`src/rtl/stream_mux_pkg.sv`:
```
// Shared definitions for the round-robin / fixed-select stream multiplexer.
// Holds the mode encodings and the select-width helper.
package stream_mux_pkg;

    localparam logic MODE_FIXED = 1'b0;
    localparam logic MODE_RR    = 1'b1;

    // Bits needed to index n channels, never less than one.
    function automatic int unsigned clog2(input int unsigned n);
        int unsigned r;
        r = 1;
        while ((32'd1 << r) < n) begin
            r++;
        end
        return r;
    endfunction

endpackage

```
`src/rtl/rr_arbiter.sv`:
```
// Round-robin priority selector: grants the first requester at or above ptr,
// wrapping modulo N_CH. Purely combinational.
module rr_arbiter
    import stream_mux_pkg::*;
#(
    parameter int unsigned N_CH = 4,
    parameter int unsigned SW   = clog2(N_CH)
) (
    input  logic [N_CH-1:0] req,
    input  logic [SW-1:0]   ptr,
    output logic [N_CH-1:0] grant_c,
    output logic [SW-1:0]   grant_idx_c,
    output logic            grant_any_c
);

    always_comb begin
        int unsigned idx;
        grant_c     = '0;
        grant_idx_c = '0;
        grant_any_c = 1'b0;
        idx         = 0;
        for (int unsigned k = 0; k < N_CH; k++) begin
            idx = (32'(ptr) + k) % N_CH;
            if (!grant_any_c && req[SW'(idx)]) begin
                grant_c[SW'(idx)] = 1'b1;
                grant_idx_c       = SW'(idx);
                grant_any_c       = 1'b1;
            end
        end
    end

endmodule

```
`src/rtl/stream_mux_rr.sv`:
```
// N-channel stream multiplexer with fixed-select or round-robin arbitration
// feeding a single registered output stage with valid/ready handshake.
module stream_mux_rr
    import stream_mux_pkg::*;
#(
    parameter int unsigned N_CH  = 4,
    parameter int unsigned WIDTH = 8,
    parameter int unsigned SW    = clog2(N_CH)
) (
    input  logic                  clk,
    input  logic                  rst,
    input  logic [N_CH*WIDTH-1:0] in_data,
    input  logic [N_CH-1:0]       in_valid,
    output logic [N_CH-1:0]       in_ready,
    input  logic                  mode,
    input  logic [SW-1:0]         sel,
    output logic [WIDTH-1:0]      out_data,
    output logic [SW-1:0]         out_ch,
    output logic                  out_valid,
    input  logic                  out_ready
);

    // Valid vector padded to the full select range so out-of-range sel grants nothing.
    localparam int unsigned NPAD = 1 << SW;

    logic [SW-1:0]   ptr;
    logic            load_c;
    logic [N_CH-1:0] rr_grant_c;
    logic [SW-1:0]   rr_idx_c;
    logic            rr_any_c;
    logic [NPAD-1:0] valid_pad_c;
    logic [NPAD-1:0] sel_onehot_c;
    logic [N_CH-1:0] grant_c;
    logic [SW-1:0]   grant_idx_c;
    logic            xfer_c;

    assign load_c = !out_valid || out_ready;

    rr_arbiter #(
        .N_CH (N_CH),
        .SW   (SW)
    ) u_arb (
        .req         (in_valid),
        .ptr         (ptr),
        .grant_c     (rr_grant_c),
        .grant_idx_c (rr_idx_c),
        .grant_any_c (rr_any_c)
    );

    // Grant multiplexing between fixed select and round-robin; nothing during reset.
    always_comb begin
        valid_pad_c       = NPAD'(in_valid);
        sel_onehot_c      = '0;
        sel_onehot_c[sel] = valid_pad_c[sel];
        grant_c           = '0;
        grant_idx_c       = '0;
        xfer_c            = 1'b0;
        if (!rst && load_c) begin
            if (mode == MODE_RR) begin
                grant_c     = rr_grant_c;
                grant_idx_c = rr_idx_c;
                xfer_c      = rr_any_c;
            end else begin
                grant_c     = N_CH'(sel_onehot_c);
                grant_idx_c = sel;
                xfer_c      = valid_pad_c[sel];
            end
        end
    end

    assign in_ready = grant_c;

    // Output register and round-robin pointer.
    always_ff @(posedge clk) begin
        if (rst) begin
            out_valid <= 1'b0;
            out_data  <= '0;
            out_ch    <= '0;
            ptr       <= '0;
        end else if (load_c) begin
            out_valid <= xfer_c;
            if (xfer_c) begin
                out_data <= in_data[32'(grant_idx_c)*WIDTH +: WIDTH];
                out_ch   <= grant_idx_c;
                if (mode == MODE_RR) begin
                    ptr <= (grant_idx_c == SW'(N_CH - 1)) ? '0 : grant_idx_c + SW'(1);
                end
            end
        end
    end

endmodule

```
`config.mk`:
```
export PLATFORM = sky130hd
export DESIGN_NAME = stream_mux_rr
export DESIGN_NICKNAME = d
export VERILOG_FILES = /design/src/rtl/stream_mux_pkg.sv /design/src/rtl/rr_arbiter.sv /design/src/rtl/stream_mux_rr.sv
export SDC_FILE = /design/constraint.sdc
export NUM_CORES = 1
export LEC_CHECK = 0
export ABC_AREA = 1
export CAP_MARGIN = 20
export CORE_MARGIN = 1.5
export CORE_UTILIZATION = 44
export CTS_CLUSTER_DIAMETER = 60
export DETAILED_ROUTE_END_ITERATION = 10
export PLACE_DENSITY = 0.86
export SYNTH_ARGS = -nofsm -noshare
export SYNTH_HDL_FRONTEND = slang
export SYNTH_SLANG_ARGS = --single-unit
```
`constraint.sdc`:
```
create_clock -name clk -period 3.2 [get_ports clk]
set_clock_uncertainty 0.1 [all_clocks]
set_input_delay 0.8 -clock clk [delete_from_list [all_inputs] [get_ports clk]]
set_output_delay 0.8 -clock clk [all_outputs]
set_load 0.005 [all_outputs]
```
# --- Word level (Yosys, flattened, before mapping) ---
# Index checks and enable logic that the tools add are counted.
op_classes:
  bitwise: 4
  muxes: 39
  n_reduce_logical: 17
  add_sub_neg: 4
  shift: 1
  n_lt_le_gt_ge: 10
  eq_ne: 1
op_table:
  columns: ["op", "count"]
  rows:
  - ["indexed part select 32 x 6 -> 8 bit", 1]
  - ["2-to-1 mux 4 bit", 6]
  - ["2-to-1 mux 1 bit", 16]
  - ["less-than comparator 2 x 3 -> 1 bit (second input constant)", 5]
  - ["2-to-1 mux 2 bit", 7]
  - ["bitwise OR 4 bit", 3]
  - ["binary-select mux 1 bit (select 2 bit)", 5]
  - ["demux 1 bit (select 2 bit)", 5]
  - [">= comparator 2 x 1 -> 1 bit (second input constant)", 5]
  - ["logical AND 1 bit", 9]
  - ["zero test 1 bit", 5]
  - ["adder 2 x 1 -> 2 bit (second input constant)", 2]
  - ["adder 2 bit (second input constant)", 2]
  - ["bitwise AND 4 bit", 1]
  - ["AND reduction 3 bit", 1]
  - ["equality test 2 bit (second input constant)", 1]
  - ["AND reduction 2 bit", 1]
  - ["logical OR 1 bit", 1]
totals:
  elab_cells: 80
  ff_bits: 13

# --- Logic depth before layout (Yosys ltp) ---
depth:
  word_depth: 16
  depth_mapped: 19
  mapped_depth_nobuf: 17

# --- Hierarchy ---
# A second synthesis with hierarchy kept.
unflattened:
  hier_cells: 254
  hier_area_um2: 1483.9
by_module_without_submodules:
  columns: ["mod", "cells_per_inst", "instances", "area_each_um2", "seq_area_each_um2"]
  rows:
  - ["stream_mux_rr", 180, 1, 1043.5, 260.2]
  - ["rr_arbiter", 74, 1, 440.4, 0.0]

# --- Worst setup path before layout ---
# Ideal clock, no wire load.
synth_path:
  kind: "register to output"
  start: "reg ptr[0]"
  end: "out in_ready[0]"
  path_buffers: 1
  t_required_ns: 2.300
  slack_ns: 0.514
  stages_incl_launch_ff: 12
  arrival_ns: 1.786
  cell_sequence: "dfxtp_1 -> buf_6 -> inv_6 -> ha_1 -> inv_1 -> nand3_2 -> nand2_4 -> nor2_4 -> a221oi_1 -> o21ai_0 -> a21oi_1 -> nor3_1"
synth_via:
  elab_chain_len: 14
  word_cells_on_any_way: 49
  classes_between: "add/sub (3); order compare (8); mux (25); bitwise (3); reduce/logical (10)"
synth_rtl:
  columns: ["element", "line_no", "rtl"]
  rows:
  - ["from (decl)", "stream_mux_rr.sv:26", "logic [SW-1:0] ptr;"]
  - ["from (signal assigned)", "stream_mux_rr.sv:86", "ptr <= (grant_idx_c == SW'(N_CH - 1)) ? '0 : grant_idx_c + SW'(1);"]
  - ["branches (longest 11 deep; another with less-than comparator 2 x 3 -> 1 bit)", null, null]
  - ["2-to-1 mux 4 bit *", "rr_arbiter.sv:24", "if (!grant_any_c && req[SW'(idx)]) begin"]
  - ["2-to-1 mux 4 bit *", "stream_mux_rr.sv:59", "if (mode == MODE_RR) begin"]
  - ["2-to-1 mux 4 bit *", "stream_mux_rr.sv:58", "if (!rst && load_c) begin"]
  - ["to (decl)", "stream_mux_rr.sv:14", "output logic [N_CH-1:0] in_ready,"]
# Every way passes the cells marked *. The select of a mux whose other input is x is not followed.

# --- Worst setup path in the final report ---
layout_path:
  start: "in sel[1]"
  end: "out in_ready[2]"
layout_via:
  elab_chain_len: 7
  word_cells_on_any_way: 10
  classes_between: "order compare (2); mux (6); bitwise (1); reduce/logical (1)"
layout_rtl:
  columns: ["element", "line_no", "rtl"]
  rows:
  - ["from (decl)", "stream_mux_rr.sv:16", "input logic [SW-1:0] sel,"]
  - ["less-than comparator 2 x 3 -> 1 bit (implied by the code) or >= comparator 2 x 1 -> 1 bit (tied branches)", "stream_mux_rr.sv:54", "sel_onehot_c[sel] = valid_pad_c[sel];"]
  - ["logical AND 1 bit (implied by the code)", "stream_mux_rr.sv:54", null]
  - ["2-to-1 mux 1 bit (implied by the code)", "stream_mux_rr.sv:54", null]
  - ["demux 1 bit (select 2 bit)", "stream_mux_rr.sv:54", null]
  - ["bitwise AND 4 bit (no line) *", null, null]
  - ["2-to-1 mux 4 bit *", "stream_mux_rr.sv:59", null]
  - ["2-to-1 mux 4 bit *", "stream_mux_rr.sv:58", null]
# Every way passes the cells marked *; elsewhere a longest branch is shown, timed or not. The select of a mux whose other input is x is not followed.

==> flow_metrics.py <==
metrics = {
    "status": {
        "status": "complete, no violations",
    },
    "setup_path": {
        "cp-start-kind": "primary input",
        "worst_ep_required_time_ns": 2.30,
        "crit_type": "primary input to output pin",
        "cp-end-kind": "output pin",
        "path_max_fanout": 3,
        "arrival_ns": 2.22,
    },
    "global_route": {
        "grt_max_degree": 20,
        "grt_overflow": 0,
        "grt_pass1_vias": 1753,
        "antenna_found_initial": 0,
        "grt_pass1_wl_um": 7290,
        "track_usage_pct": 26.3,
    },
    "layout": {
        "area_delta_synth_final_pct": 57.1,
        "drive_above_1_share_pct": 21.9,
        "n_antenna_cell": 0,
        "layout.area.seq_um2": 262,
        "final_util_pct": 74.1,
        "fillers": 269,
        "nets": 384,
        "multi_input_area_um2": 1050,
    },
    "drt": {
        "drcViolationCount": 0,
        "vias": 1932,
        "drt-total-wl_um": 4540,
        "drt_first_pass_iters": 5,
        "wire_per_inst_um": 12.0,
        "viasPerCell": 5.12,
        "postRouteAntennaNets": 0,
        "drtIter0Drc": 138,
    },
    "floorplan": {
        "dieArea_um2": 3680,
        "ioPinCount": 57,
        "die_w_um": 60.7,
        "die_y_um": 60.7,
        "fp.coreArea_um2": 3100,
        "initial_utilization_pct": 47.2,
        "num_rows": 20,
    },
    "cts": {
        "cts_root_buf": "clkbuf_4",
        "cts_inserted_buffers": 3,
        "clock_latency_ns": 0.28,
        "clkTransAtPathRegs_ns": 0.08,
        "cts_tree": "yes",
        "clock_path_buffers": 2,
        "htree_num_levels": 1,
        "cts.sinks": 13,
    },
    "logic_synthesis": {
        "synth.avg_cell_area_um2": 5.93,
        "syn_inst": 247,
        "synth_cell_type_count": 31,
        "synth-seq-cells": 13,
        "synth_warnings": 0,
        "synthesis.area_um2": 1460,
        "synth.yosys.seq_area_share_pct": 17.8,
        "synthesis.nets": 297,
    },
    "pwr": {
        "combPwrFrac_pct": 58.7,
        "seq_power_share_pct": 26.3,
        "peakVddDrop_uv": 228,
        "clkPwrFrac_pct": 15.0,
        "netSwitchingPower_uw": 290,
        "intPower_uw": 430,
        "p_leak_uw": 0.00117,
        "p_per_area_nw_per_um2": 313,
        "swShare_pct": 40.3,
        "power_uw": 720,
    },
    "timing": {
        "tightest_slew_ns": 0.319,
        "finalHoldViolCount": 0,
        "setup_ws_ns": 0.0849,
        "hold_slack_ns": 0.423,
        "slew_headroom_pct": 78.7,
        "fmax_mhz": 321,
        "timing.final.crit_share_pct": 97.3,
        "min_period_ns": 3.12,
        "fin_setup_tns_ns": 0,
        "setup_viol": 0,
        "maxSlewViolCount": 0,
    },
    "job": {
        "cap_violations": 0,
    },
    "placed_design": {
        "port-buffer-count": 56,
        "globalplace.congestion": 1.02,
        "dpl.hpwl_um": 3470,
        "pre_cts_ws_ns": -0.484,
    },
    "hold_path": {
        "hold_path_class": "flip-flop to flip-flop",
    },
}
==> layout make-up <==
type	instances	area share, %
multi-input combinational	198	45.8
timing repair buffer	90	34.4
sequential	13	11.4
inverter	28	4.90
tap	44	2.39
clock buffer	4	1.14
==> synthesized netlist by cell type, drive strengths merged <==
library cell / instances / share of area [%]
dfxtp: 13 / 18
ha: 8 / 6.8
nand2: 92 / 27
buf: 7 / 4.0
a21oi: 15 / 5.4
o211ai: 1 / 0.51
inv: 28 / 7.7
nor2: 21 / 6.1
o31ai: 1 / 0.51
a22oi: 1 / 0.51
clkbuf: 1 / 0.26
nor3: 2 / 0.68
o221ai: 1 / 0.60
nand4: 5 / 2.6
o21ai: 8 / 2.7
nand3: 39 / 15
a21boi: 1 / 0.51
a221oi: 3 / 1.8
==> layer usage <==
metal | share of wire (%) | wire length (µm) | vias up | track usage [%]
li1 | - | - | 979 | -
met1 | 41 | 1880 | 843 | 28.7
met2 | 49 | 2230 | 94 | 48.7
met3 | 6.5 | 296 | 16 | 5.76
met4 | 2.9 | 131 | 0 | 10.6
met5 | 0 | 0 | - | 0
==> kinds of logic (layout without fill, tap and decap cells) <==
group / after synthesis / count (layout) / share of synthesized area (%)
and+or+nand+nor: 159 / 159 / 50.9
DFF: 13 / 13 / 17.8
buffers and inverters: 36 / 122 / 12.0
adders and majority gates: 8 / 8 / 6.84
AOI/OAI and AO/OA: 31 / 31 / 12.6
==> critical path, cell delays in order <==
cell and delay (ns):
clkdlybuf4s50_1 0.48, inv_1 0.08, nand2_2 0.08, o221ai_2 0.12, a21oi_1 0.19, nand2_1 0.10
a21oi_1 0.12, dlygate4sd2_1 0.24
==> flip-flops by register name, summed over array words and instances (netlist names) <==
| register | flops |
|---|---|
| ptr | 2 |
| out_valid | 1 |
| out_data | 8 |
| out_ch | 2 |
==> worst paths after layout <==
kind | from | endpoint | slack, ns | cells past startpoint
worst max-delay path | sel[1] | in_ready[2] | 0.08 | 8
worst min-delay path | out_valid | out_valid | 0.42 | 2
worst max register to register | ptr[0] | out_data[4] | 0.73 | 19
worst min register to register | out_valid | out_valid | 0.42 | 2
==> through the flow <==
step / area [µm²] / instances
detailed placement: 2250 / 370
CTS: 2300 / 377
global placement: 2250 / 370
floorplan: 1460 / 247
global route: 2300 / 377
finish: 2300 / 377
==> power by group through the flow <==
stage | Sequential [µW] | Combinational [µW] | Clock, µW
2_1_floorplan | 195 | 221 | 0
3_3_place_gp | 192 | 395 | 0
3_5_place_dp | 192 | 402 | 0
4_1_cts | 189 | 413 | 108
5_1_grt | 191 | 461 | 117
6_report | 189 | 423 | 108
==> what timing repair did <==
item	CTS	global route
hold buffers	0	0
pin swaps	5	2
endpoints found under the hold margin	0	0
setup buffers	3	0
resized for setup	17	15
endpoints found under the setup margin	4	4
==> cell usage in the layout (no fill, tap or decap), types with 2 or more instances in the layout <==
cell / instances
nand2_1: 81
clkdlybuf4s50_1: 47
nand3_1: 35
buf_4: 34
inv_1: 20
nor2_1: 19
a21oi_1: 13
dfxtp_1: 12
ha_1: 7
inv_2: 6
nand2_2: 6
nand2_4: 5
o21ai_1: 5
nand3_2: 4
nand4_1: 4
clkbuf_2: 4
o21ai_0: 3
clkbuf_4: 3
dlygate4sd2_1: 3
a221oi_1: 2
a21oi_2: 2
nor3_1: 2
clkdlybuf4s15_1: 2
No activity file was read; power rests on OpenSTA's default activity.
